==> config.mk <==
export PLATFORM = sky130hd
export DESIGN_NAME = fex7_seq
export DESIGN_NICKNAME = d
export VERILOG_FILES = /design/src/rtl/fex_pkg.sv /design/src/rtl/fex7perm.sv /design/src/rtl/fex7_seq.sv
export SDC_FILE = /design/constraint.sdc
export NUM_CORES = 1
export LEC_CHECK = 0
export ABC_AREA = 1
export BUFFER_PORTS_ARGS = -buffer_cell sky130_fd_sc_hd__buf_2
export CORE_ASPECT_RATIO = 0.75
export CORE_UTILIZATION = 55
export DETAILED_ROUTE_END_ITERATION = 6
export PLACE_DENSITY = 0.76
export SETUP_SLACK_MARGIN = 0.4
export SKIP_LAST_GASP = 1
export SLEW_MARGIN = 20
export SYNTH_ARGS = -nofsm -noshare
export SYNTH_HDL_FRONTEND = slang
export SYNTH_SLANG_ARGS = --single-unit
==> constraint.sdc <==
create_clock -name clk -period 6.9 [get_ports clk]
set_input_delay 2.07 -clock clk [delete_from_list [all_inputs] [get_ports clk]]
set_output_delay 2.07 -clock clk [all_outputs]
set_load 0.005 [all_outputs]
==> src/rtl/fex_pkg.sv <==
// Shared types and constants for the fex7 factorial-expansion sequencer.
// Digit fk (k = 1..7) lives in radix k+1; f1 is least significant.
package fex_pkg;

  localparam int NDIG = 7;
  localparam int DW = 17;
  localparam int PERMW = 24;

  // Slot 0 is an unused zero-width slot so loops can run 0..7 uniformly.
  localparam int F_LSB [8] = '{0, 0, 1, 3, 5, 8, 11, 14};
  localparam int F_W [8] = '{0, 1, 2, 2, 3, 3, 3, 3};

  typedef logic [7:0][2:0] digv_t;

  localparam digv_t DIG_MAX = {
    3'd7, 3'd6, 3'd5, 3'd4, 3'd3, 3'd2, 3'd1, 3'd0
  };

  localparam logic [PERMW-1:0] FEX7_IDENTITY = 24'hFAC688;
  localparam logic [DW-1:0] FEX7_MAXDIGITS = 17'h1F59D;

  typedef enum logic [1:0] {
    S_IDLE = 2'd0,
    S_CAPTURE = 2'd1,
    S_PRESENT = 2'd2
  } state_t;

  typedef struct packed {
    logic wrap;
    digv_t v;
  } rstep_t;

  function automatic digv_t unpack_digits(logic [DW-1:0] d);
    digv_t v;
    v = '0;
    for (int k = 0; k < 8; k++) begin
      v[k] = 3'((d >> F_LSB[k]) & ((17'd1 << F_W[k]) - 17'd1));
    end
    return v;
  endfunction

  function automatic logic [DW-1:0] pack_digits(digv_t v);
    logic [DW-1:0] d;
    d = '0;
    for (int k = 0; k < 8; k++) begin
      d = d | (17'(v[k]) << F_LSB[k]);
    end
    return d;
  endfunction

endpackage

==> src/rtl/fex7perm.sv <==
// Factorial-expansion permutation network: for k = 1..7 swap
// element k with element k - fk, starting from the identity.
module fex7perm
  import fex_pkg::*;
(
  input  logic [16:0] digits,
  output logic [23:0] perm
);

  digv_t v;
  logic [7:0][2:0] a;
  logic [2:0] j;
  logic [2:0] t;

  always_comb begin
    v = unpack_digits(digits);
    j = '0;
    t = '0;
    for (int i = 0; i < 8; i++) begin
      a[i] = 3'(i);
    end
    // Slot 0 has digit 0, so its swap is a no-op.
    for (int k = 0; k < 8; k++) begin
      j = 3'(k) - v[k];
      t = a[k];
      a[k] = a[j];
      a[j] = t;
    end
  end

  assign perm = a;

endmodule

==> src/rtl/fex7_seq.sv <==
// Mixed-radix rank sequencer driving fex7perm, with load/validate,
// auto-run period tick and a registered valid/ready output stage.
module fex7_seq
  import fex_pkg::*;
#(
  parameter int PERIOD = 16,
  parameter int PW = 16
) (
  input  logic        clk,
  input  logic        rst,
  input  logic        step,
  input  logic        dir,
  input  logic        auto_run,
  input  logic        load,
  input  logic [16:0] load_digits,
  output logic        load_err,
  output logic [16:0] digits,
  output logic [23:0] perm,
  output logic        perm_wrap,
  output logic        out_valid,
  input  logic        out_ready,
  output logic        busy
);

  localparam logic [PW-1:0] CNT_LAST = PW'(PERIOD - 1);

  function automatic rstep_t radix_step(logic [16:0] d, logic up);
    rstep_t r;
    logic c;
    r.v = unpack_digits(d);
    c = 1'b1;
    for (int k = 0; k < 8; k++) begin
      if (c) begin
        if (up) begin
          if (r.v[k] == DIG_MAX[k]) begin
            r.v[k] = '0;
          end else begin
            r.v[k] = r.v[k] + 3'd1;
            c = 1'b0;
          end
        end else begin
          if (r.v[k] == 3'd0) begin
            r.v[k] = DIG_MAX[k];
          end else begin
            r.v[k] = r.v[k] - 3'd1;
            c = 1'b0;
          end
        end
      end
    end
    r.wrap = c;
    return r;
  endfunction

  function automatic logic digits_ok(logic [16:0] d);
    digv_t v;
    logic ok;
    v = unpack_digits(d);
    ok = 1'b1;
    for (int k = 0; k < 8; k++) begin
      if (v[k] > DIG_MAX[k]) ok = 1'b0;
    end
    return ok;
  endfunction

  state_t state_q, state_d;
  logic [16:0] digits_q, digits_d;
  logic wrap_q, wrap_d;
  logic [23:0] perm_q, perm_d;
  logic perm_wrap_q, perm_wrap_d;
  logic out_valid_q, out_valid_d;
  logic load_err_q, load_err_d;
  logic [PW-1:0] cnt_q, cnt_d;

  logic [23:0] perm_w;
  rstep_t nxt;
  logic ld_ok;
  logic tick;

  fex7perm u_perm (
    .digits(digits_q),
    .perm  (perm_w)
  );

  assign nxt = radix_step(digits_q, dir);
  assign ld_ok = digits_ok(load_digits);
  assign tick = auto_run & (cnt_q == CNT_LAST)
              & (state_q == S_IDLE);

  always_comb begin
    cnt_d = '0;
    if (auto_run) begin
      cnt_d = (cnt_q == CNT_LAST) ? '0 : cnt_q + 1'b1;
    end
  end

  always_comb begin
    state_d = state_q;
    digits_d = digits_q;
    wrap_d = wrap_q;
    perm_d = perm_q;
    perm_wrap_d = perm_wrap_q;
    out_valid_d = out_valid_q;
    load_err_d = 1'b0;
    unique case (state_q)
      S_IDLE: begin
        if (load) begin
          if (ld_ok) begin
            digits_d = load_digits;
            wrap_d = 1'b0;
            state_d = S_CAPTURE;
          end else begin
            load_err_d = 1'b1;
          end
        end else if (step | tick) begin
          digits_d = pack_digits(nxt.v);
          wrap_d = nxt.wrap;
          state_d = S_CAPTURE;
        end
      end
      S_CAPTURE: begin
        perm_d = perm_w;
        perm_wrap_d = wrap_q;
        out_valid_d = 1'b1;
        state_d = S_PRESENT;
      end
      S_PRESENT: begin
        if (out_ready) begin
          out_valid_d = 1'b0;
          state_d = S_IDLE;
        end
      end
      default: begin
        out_valid_d = 1'b0;
        state_d = S_IDLE;
      end
    endcase
  end

  always_ff @(posedge clk or posedge rst) begin
    if (rst) begin
      state_q <= S_IDLE;
      digits_q <= '0;
      wrap_q <= 1'b0;
      perm_q <= FEX7_IDENTITY;
      perm_wrap_q <= 1'b0;
      out_valid_q <= 1'b0;
      load_err_q <= 1'b0;
      cnt_q <= '0;
    end else begin
      state_q <= state_d;
      digits_q <= digits_d;
      wrap_q <= wrap_d;
      perm_q <= perm_d;
      perm_wrap_q <= perm_wrap_d;
      out_valid_q <= out_valid_d;
      load_err_q <= load_err_d;
      cnt_q <= cnt_d;
    end
  end

  assign load_err = load_err_q;
  assign digits = digits_q;
  assign perm = perm_q;
  assign perm_wrap = perm_wrap_q;
  assign out_valid = out_valid_q;
  assign busy = (state_q != S_IDLE);

endmodule

==> Flow_metrics.wiki, run 1 <==
{| class="wikitable"
! Metric !! Value
|-
| Outcome || finished, violations left
|-
| Violated checks || design-rule violations
|-
| Vias per inst || 5.76
|-
| Area share of and/or/nand/nor cells after synthesis || 0.330
|-
| Number of H-tree levels || 3
|-
| Count of buffers from port buffering || just under 70
|-
| Synth top area cells || dfrtp_1, nand2_1, ha_1
|-
| Number of antenna violations at the first check in global routing || 0
|-
| Max-cap violation count || 0
|-
| Most common cell after layout, fill and taps aside || nand2_1
|-
| Final cycle utilization of the critical path || 0.603
|-
| Wire length of the first global-routing pass || 26.2 mm
|-
| Cell type with the largest total area after synthesis || dfrtp_1
|-
| Count of final setup violators || 0
|-
| Final antenna diode count || 0
|-
| Overall Power || ~3600 uW
|-
| PwrDens || just under 600 nW/um2
|-
| Clock insertion delay at the later pin of the skew report || between 0.3 and 0.4 ns
|-
| Die area || between 10000 and 15000 um2
|-
| Total count of hold-check failures in the final report || 0
|-
| Number of enable-type register cells in the synthesized netlist || 0
|-
| Core footprint || between 9000 and 10000 um2
|-
| Number of resized instances in the post-cts repair step || 0
|-
| Cts hold-fix bufs || 0
|-
| Initial cell density of the core || 0.570
|-
| Unique cell type count in the Yosys netlist || 60
|-
| Layout cells sized above 1 || 0.162
|-
| Synthesis-to-layout area growth || 13.1%
|-
| Compound-Gate Fraction of Synth Area || 0.202
|-
| Maximum fanout count along the critical path || 19
|-
| Floorplan die width || around 120 um
|-
| Final weighted congestion in routability-driven placement || ~0.95
|-
| Total wirelength of the detailed-routed design || ~16 mm
|-
| Per-cell routed wire length || about 16 um
|-
| Fraction of the mapped netlist area in adder cells || 0.0766
|-
| Via count of the first global-routing pass || about 5300
|-
| Worst endpoint data arrival time || about 4.4 ns
|-
| Final worst clock skew || between 0.009 and 0.01 ns
|-
| Cts bufs inserted || 9
|-
| Initial DRT Pass Iterations || 7
|-
| Final-layout setup total negative slack || 0 ns
|-
| Combinational family with the most area after synthesis || simple AND/OR/NAND/NOR gates
|-
| Leading cell types in the layout, fill and taps excluded || nand2_1, inv_1, o21ai_0, buf_2, nor2_1
|-
| Fraction of synthesis flops using an asynchronous set or reset pin || 1.00
|-
| Share of synthesized area spent on multiplexers || 0.00180
|-
| Class of the most critical setup path || input pin to flip-flop
|-
| Post-synthesis cell count || 836
|-
| Die Height || between 80 and 90 um
|-
| Kind of start point of the critical path || input pin
|-
| Warnings from Yosys || 0
|-
| Final net count || around 960
|-
| Mean instance size in the synthesized netlist || 6.64 um2
|-
| Post-synthesis sequential area ratio || 0.287
|-
| Residual overflow from global routing || 0
|-
| Largest net degree at the start of global routing || 64
|-
| Buffer levels on the longest clock path || 2
|-
| Static power due to leakage || approximately 0.0031 uW
|-
| Post-route minimum period || a little over 4 ns
|-
| Count of standard-cell rows || 31
|-
| Antenna Violating Nets Remaining || 0
|-
| Combined area of all synthesized cells || ~5600 um2
|-
| Number of I/O pins || slightly below 70
|-
| Tightest slew margin relative to the limit || 0.277
|-
| Clk pin slew, worst setup/hold paths || ~0.06 ns
|-
| Data required time at the worst endpoint || just over 7 ns
|-
| Max-slew violation count || 0
|-
| Endpoint kind of the worst setup timing path || flip-flop
|-
| Maximum resistive drop on vdd || just over 0.3 mV
|-
| Remaining design rule violation count || 4
|-
| Clk root buf || clkbuf_16
|-
| TritonCTS Sinks || 63
|-
| Half-perimeter wire length of the detailed placement result || around 13 mm
|-
| TritonCTS clock tree || done
|-
| Vias || approximately 6000
|-
| Proportion of netlist area held by the largest area contributor || 0.230
|-
| XOR/XNOR share of the synthesized area || 0.0160
|-
| Post-synthesis register bit count || 63
|-
| Max Fclk || around 240 MHz
|-
| Drt first-iter violations || about 630
|-
| Setup repair after global routing missed its margin || false
|-
| Aggregate global-route resource usage || 0.318
|-
| Synthesized Nets || 894
|-
| Tightest Pin Transition || roughly 1.1 ns
|-
| Setup fix buffers added after clock tree synthesis || 0
|-
| Min-Delay Path Class || flip-flop to flip-flop
|-
| Most used DFF post-synth || dfrtp_1
|}
-- cells in the mapped netlist, types with 2 or more instances --
library cell  number
dfrtp_1           51
nand2_2            5
nor3_2             3
o22ai_1            4
nand3_1           52
a31oi_1            4
nand2_1          238
nor3_4             3
buf_4              2
o211ai_1           9
nor2_4             2
o21ai_0           82
nor3_1            15
nand3_2            2
a21oi_4            3
nor4_1             3
nor2_2             4
o21ai_2            3
ha_1              34
a22o_1             5
nand4_1            7
clkinv_1           3
o21ai_1           12
nor3b_2            2
inv_1             85
dfstp_2           12
a21oi_1           55
a22oi_1            2
a221oi_1           3
nor2_1            67
o31ai_1            2
xor2_1             6
nor3b_1            4
inv_2             14
clkbuf_1          13
-- state kept, by name (all words and copies together) (netlist names), named ones only --
name	count
cnt_q	16
digits	15
load_err	1
out_valid	1
perm	24
perm_wrap	1
state_q	2
wrap_q	1
-- cell type report --
type                    instances  area (um2)
multi-input cells             651        3480
fillers                       920        3460
flip-flops and latches         63        1590
inverters                     103         389
repair buffers                 69         348
clock buffers                   9         225
well taps                     132         165
clock inverters                 7        78.8
-- cell families (layout without fill, tap and decap cells) --
family	count (synthesis)	in the layout
mux	1	1
buf+inv	122	188
fa+ha+maj	34	34
xor+xnor	8	8
compound gates	193	193
flops	63	63
simple gates	415	415
-- metal layers --
metal  up-vias  GRT usage  share of wire
met3        22     0.0746           0.10
li1       2893          -              -
met5         -          0              0
met4         0     0.0851          0.014
met1      2751      0.445           0.45
met2       293      0.496           0.43
-- final timing paths --
kind	from	endpoint	slack, ns	cells past startpoint
max reg2reg	digits[5]	perm[19]	3.31	14
max in group asynchronous	rst	cnt_q[2]	4.42	3
min	cnt_q[0]	cnt_q[0]	0.46	1
max	dir	digits[12]	2.74	13
min reg2reg	cnt_q[0]	cnt_q[0]	0.46	1
min in group asynchronous	rst	perm[16]	1.96	3
-- worst max-delay path: stages --
cell	delay, ns
buf_2	0.26
inv_2	0.21
ha_1	0.37
nor3_2	0.26
inv_2	0.09
a21oi_4	0.16
inv_2	0.06
or2_4	0.26
nor2_4	0.11
inv_2	0.07
o21ai_0	0.24
o211ai_1	0.13
o21ai_0	0.10
-- through the flow --
| step | utilization | std cells | worst slack [ns] | hold WS (ns) | area, um2 |
|---|---|---|---|---|---|
| after CTS | 0.645 | 1034 | 2.78 | 0.461 | 6280 |
| after global placement | 0.614 | 1018 | 2.60 | 0.452 | 5980 |
| after global routing | 0.645 | 1034 | 2.55 | 0.475 | 6280 |
| after detailed placement | 0.614 | 1018 | 2.44 | 0.453 | 5980 |
| after floorplan | - | 836 | 2.85 | 0.433 | 5550 |
| final | 0.645 | 1034 | 2.74 | 0.460 | 6280 |
-- where the power goes --
| group | internal (uW) | total [uW] | switching (uW) |
|---|---|---|---|
| Sequential | 522 | 692 | 171 |
| Combinational | 801 | 2490 | 1690 |
| Clock | 283 | 463 | 180 |
| Total | 1610 | 3640 | 2040 |
Power figures use the tool's default switching activity.
==> inputs of run 2 (changes only) <==
--- a/config.mk
+++ b/config.mk
@@ -8,9 +8,9 @@
 export ABC_AREA = 1
 export BUFFER_PORTS_ARGS = -buffer_cell sky130_fd_sc_hd__buf_2
 export CORE_ASPECT_RATIO = 0.75
-export CORE_UTILIZATION = 55
+export CORE_UTILIZATION = 54
 export DETAILED_ROUTE_END_ITERATION = 6
-export PLACE_DENSITY = 0.76
+export PLACE_DENSITY = 0.78
 export SETUP_SLACK_MARGIN = 0.4
 export SKIP_LAST_GASP = 1
 export SLEW_MARGIN = 20
==> constraint.sdc (replaced) <==
create_clock -name clk -period 3.4 [get_ports clk]
set_input_delay 1.02 -clock clk [delete_from_list [all_inputs] [get_ports clk]]
set_output_delay 1.02 -clock clk [all_outputs]
set_load 0.005 [all_outputs]
==> Flow_metrics.wiki, run 2 (synthesis results as in run 1) <==
{| class="wikitable"
! Metric !! Value
|-
| Clock insertion delay at the later pin of the skew report || 0.33 ns (about the same)
|-
| Register-to-register path setup slack || 0.57 ns (-2.74 ns)
|-
| Clock power frac || 0.123 (-0.004)
|-
| PwrDens || 1180 nW/um2 (+100%)
|-
| Number of I/O pins || 69 (unchanged)
|-
| Outcome || finished clean
|-
| Fill count || 904 (-1.7%)
|-
| Net switching power of the design || 4140 uW (+100%)
|-
| Post-detailed-placement cell area || 6070 um2 (+1.5%)
|-
| Aggregate global-route resource usage || 0.315 (-0.00263)
|-
| Die Height || 89.8 um (+0.90%)
|-
| Final hold slack || 0.460 ns (+0.000352 ns)
|-
| Largest net degree at the start of global routing || 40 (-38%)
|-
| Via count of the first global-routing pass || 5412 (+1.5%)
|-
| Remaining design rule violation count || 0 (-4)
|-
| Max-slew violation count || 0 (unchanged)
|-
| Crit. Startpoint || digits[6]
|-
| Synthesis-to-layout area growth || 15.2%
|-
| Half-perimeter wire length of the detailed placement result || 12.7 mm (+0.80%)
|-
| Min-Delay Path Class || flip-flop to flip-flop
|-
| Leading cell types in the layout, fill and taps excluded || nand2_1, inv_1, o21ai_0, buf_2, nor2_1
|-
| Final cycle utilization of the critical path || 0.832
|-
| Total count of hold-check failures in the final report || 0 (unchanged)
|-
| Maximum resistive drop on vdd || 0.592 mV (+91%)
|-
| Clk pin slew, worst setup/hold paths || 0.05 ns (about the same)
|-
| Vias || 5981 (+0.37%)
|-
| Largest register FFs || 24 (unchanged)
|-
| Maximum fanout count along the critical path || 7 (-12)
|-
| Setup fix buffers added after clock tree synthesis || 0 (unchanged)
|-
| Count of buffers from port buffering || 68 (unchanged)
|-
| Total wirelength of the detailed-routed design || 16.3 mm (about the same)
|-
| Class of the most critical setup path || flip-flop to flip-flop
|-
| Final weighted congestion in routability-driven placement || 0.983 (+3.1%)
|-
| Max-cap violation count || 0 (unchanged)
|-
| Cts bufs inserted || 9 (unchanged)
|-
| Final worst clock skew || 0.00603 ns (-0.00337 ns)
|-
| Clk root buf || clkbuf_16
|-
| Tightest Pin Transition || 1.10 ns (+0.0231 ns)
|-
| Drt first-iter violations || 593 (-5.4%)
|-
| Data required time at the worst endpoint || 3.65 ns (-3.51 ns)
|-
| Count of standard-cell rows || 31 (unchanged)
|-
| Number of antenna violations at the first check in global routing || 0 (unchanged)
|-
| Wire length of the first global-routing pass || 27.0 mm (+3.0%)
|-
| Layout cells sized above 1 || 0.178 (+0.0165)
|-
| Initial cell density of the core || 0.566 (-0.00451)
|-
| Floorplan die width || 119 um (+0.91%)
|-
| Core footprint || 9810 um2 (+0.80%)
|-
| Endpoint kind of the worst setup timing path || flip-flop
|-
| Die area || 10700 um2 (+1.8%)
|-
| Register Area || 1590 um2 (about the same)
|-
| Vias per inst || 5.72 (-0.78%)
|-
| Critical Path Sink || perm[23]
|-
| Antenna Violating Nets Remaining || 0 (unchanged)
|-
| Post-route minimum period || 2.83 ns
|-
| Final antenna diode count || 0 (unchanged)
|-
| Share of total power consumed by net switching || 0.550 (-0.00902)
|-
| Internal Pwr Total || 3380 uW (+110%)
|-
| Most common cell after layout, fill and taps aside || nand2_1
|-
| Critical register-to-register path startpoint || digits[6]
|-
| TritonCTS Sinks || 63 (unchanged)
|-
| Number of H-tree levels || 3 (unchanged)
|-
| Part of the total power dissipated in sequential elements || 0.176 (-0.014)
|-
| Max Fclk || between 300 and 400 MHz
|-
| Kind of start point of the critical path || flip-flop
|-
| Final-layout setup total negative slack || 0 ns (unchanged)
|-
| End of the worst register-to-register path || perm[23]
|-
| Cts hold-fix bufs || 0 (unchanged)
|-
| Residual overflow from global routing || 0 (unchanged)
|-
| Number of resized instances in the post-cts repair step || 0 (unchanged)
|-
| Count of final setup violators || 0 (unchanged)
|-
| Setup repair after global routing missed its margin || false
|-
| Final Instance Area || 6390 um2 (+1.8%)
|-
| Gate power share || 0.701 (+0.018)
|-
| Static power due to leakage || 0.00320 uW (+2.0%)
|-
| Tightest slew margin relative to the limit || 0.262 (-0.0155)
|-
| Area used by multi-input combinational logic || 3500 um2 (+0.57%)
|-
| Worst endpoint data arrival time || 3.08 ns (-1.34 ns)
|-
| Per-cell routed wire length || 15.6 um (-1.2%)
|-
| Worst Hold Depth || 2 (+1)
|-
| TritonCTS clock tree || done
|-
| R2r worst-path depth || 17 (+3)
|-
| Final net count || 967 (+1.3%)
|-
| Buffer levels on the longest clock path || 2 (unchanged)
|-
| Initial DRT Pass Iterations || 5 (-2)
|}
[run 2: worst min path at each step]
| stage | slack (ns) | startpoint | to |
|---|---|---|---|
| 6_report | 0.46 | perm[21] | perm[21] |
| 3_5_place_dp | 0.45 | perm[21] | perm[21] |
| 3_3_place_gp | 0.45 | cnt_q[0] | cnt_q[0] |
| 4_1_cts | 0.46 | perm[21] | perm[21] |
| 5_1_grt | 0.49 | perm[19] | perm[19] |
| 2_1_floorplan | 0.43 | cnt_q[0] | cnt_q[0] |
[run 2: power groups by stage]
stage                     Sequential (uW)  Combinational [uW]  Clock, uW
after floorplan                      1310                3570          0
after global placement               1310                4980          0
after detailed placement             1320                5050          0
after CTS                            1320                5090        939
after global routing                 1360                5890        967
final                                1320                5280        924
[run 2: cell type report]
type / count / area share
timing repair buffer: 81 / 0.0685
tap: 132 / 0.0258
sequential: 63 / 0.249
inverter: 103 / 0.0609
clock inverter: 6 / 0.0106
multi-input combinational: 651 / 0.548
clock buffer: 10 / 0.0374
[run 2: worst max-delay path, cell delays in order (launching register included)]
cell and delay (ns):
dfrtp_1 0.39, inv_1 0.10, ha_1 0.27, ha_4 0.27, inv_1 0.10, nand3_1 0.13
nor2_1 0.16, a21oi_1 0.08, o21ai_0 0.39, o21ai_1 0.17, nand2_1 0.09, o21ai_1 0.06
nor2_1 0.17, nand2_1 0.08, a21oi_1 0.12, nand2_1 0.06, nand2_1 0.06, nand2_1 0.06
[run 2: through the flow]
step,worst slack [ns],total power (uW),instances,util
floorplan,0.518,4880,836,-
global placement,0.524,6290,1030,0.618
detailed placement,0.440,6370,1030,0.618
CTS,0.560,7340,1046,0.649
global route,0.412,8220,1046,0.652
finish,0.571,7520,1046,0.652
[run 2: metal layers]
layer | part of all wire | up-vias | GRT usage
li1 | - | 2931 | -
met1 | 0.47 | 2755 | 0.463
met2 | 0.44 | 281 | 0.493
met3 | 0.086 | 14 | 0.0539
met4 | 0.0071 | 0 | 0.0475
met5 | 0 | - | 0
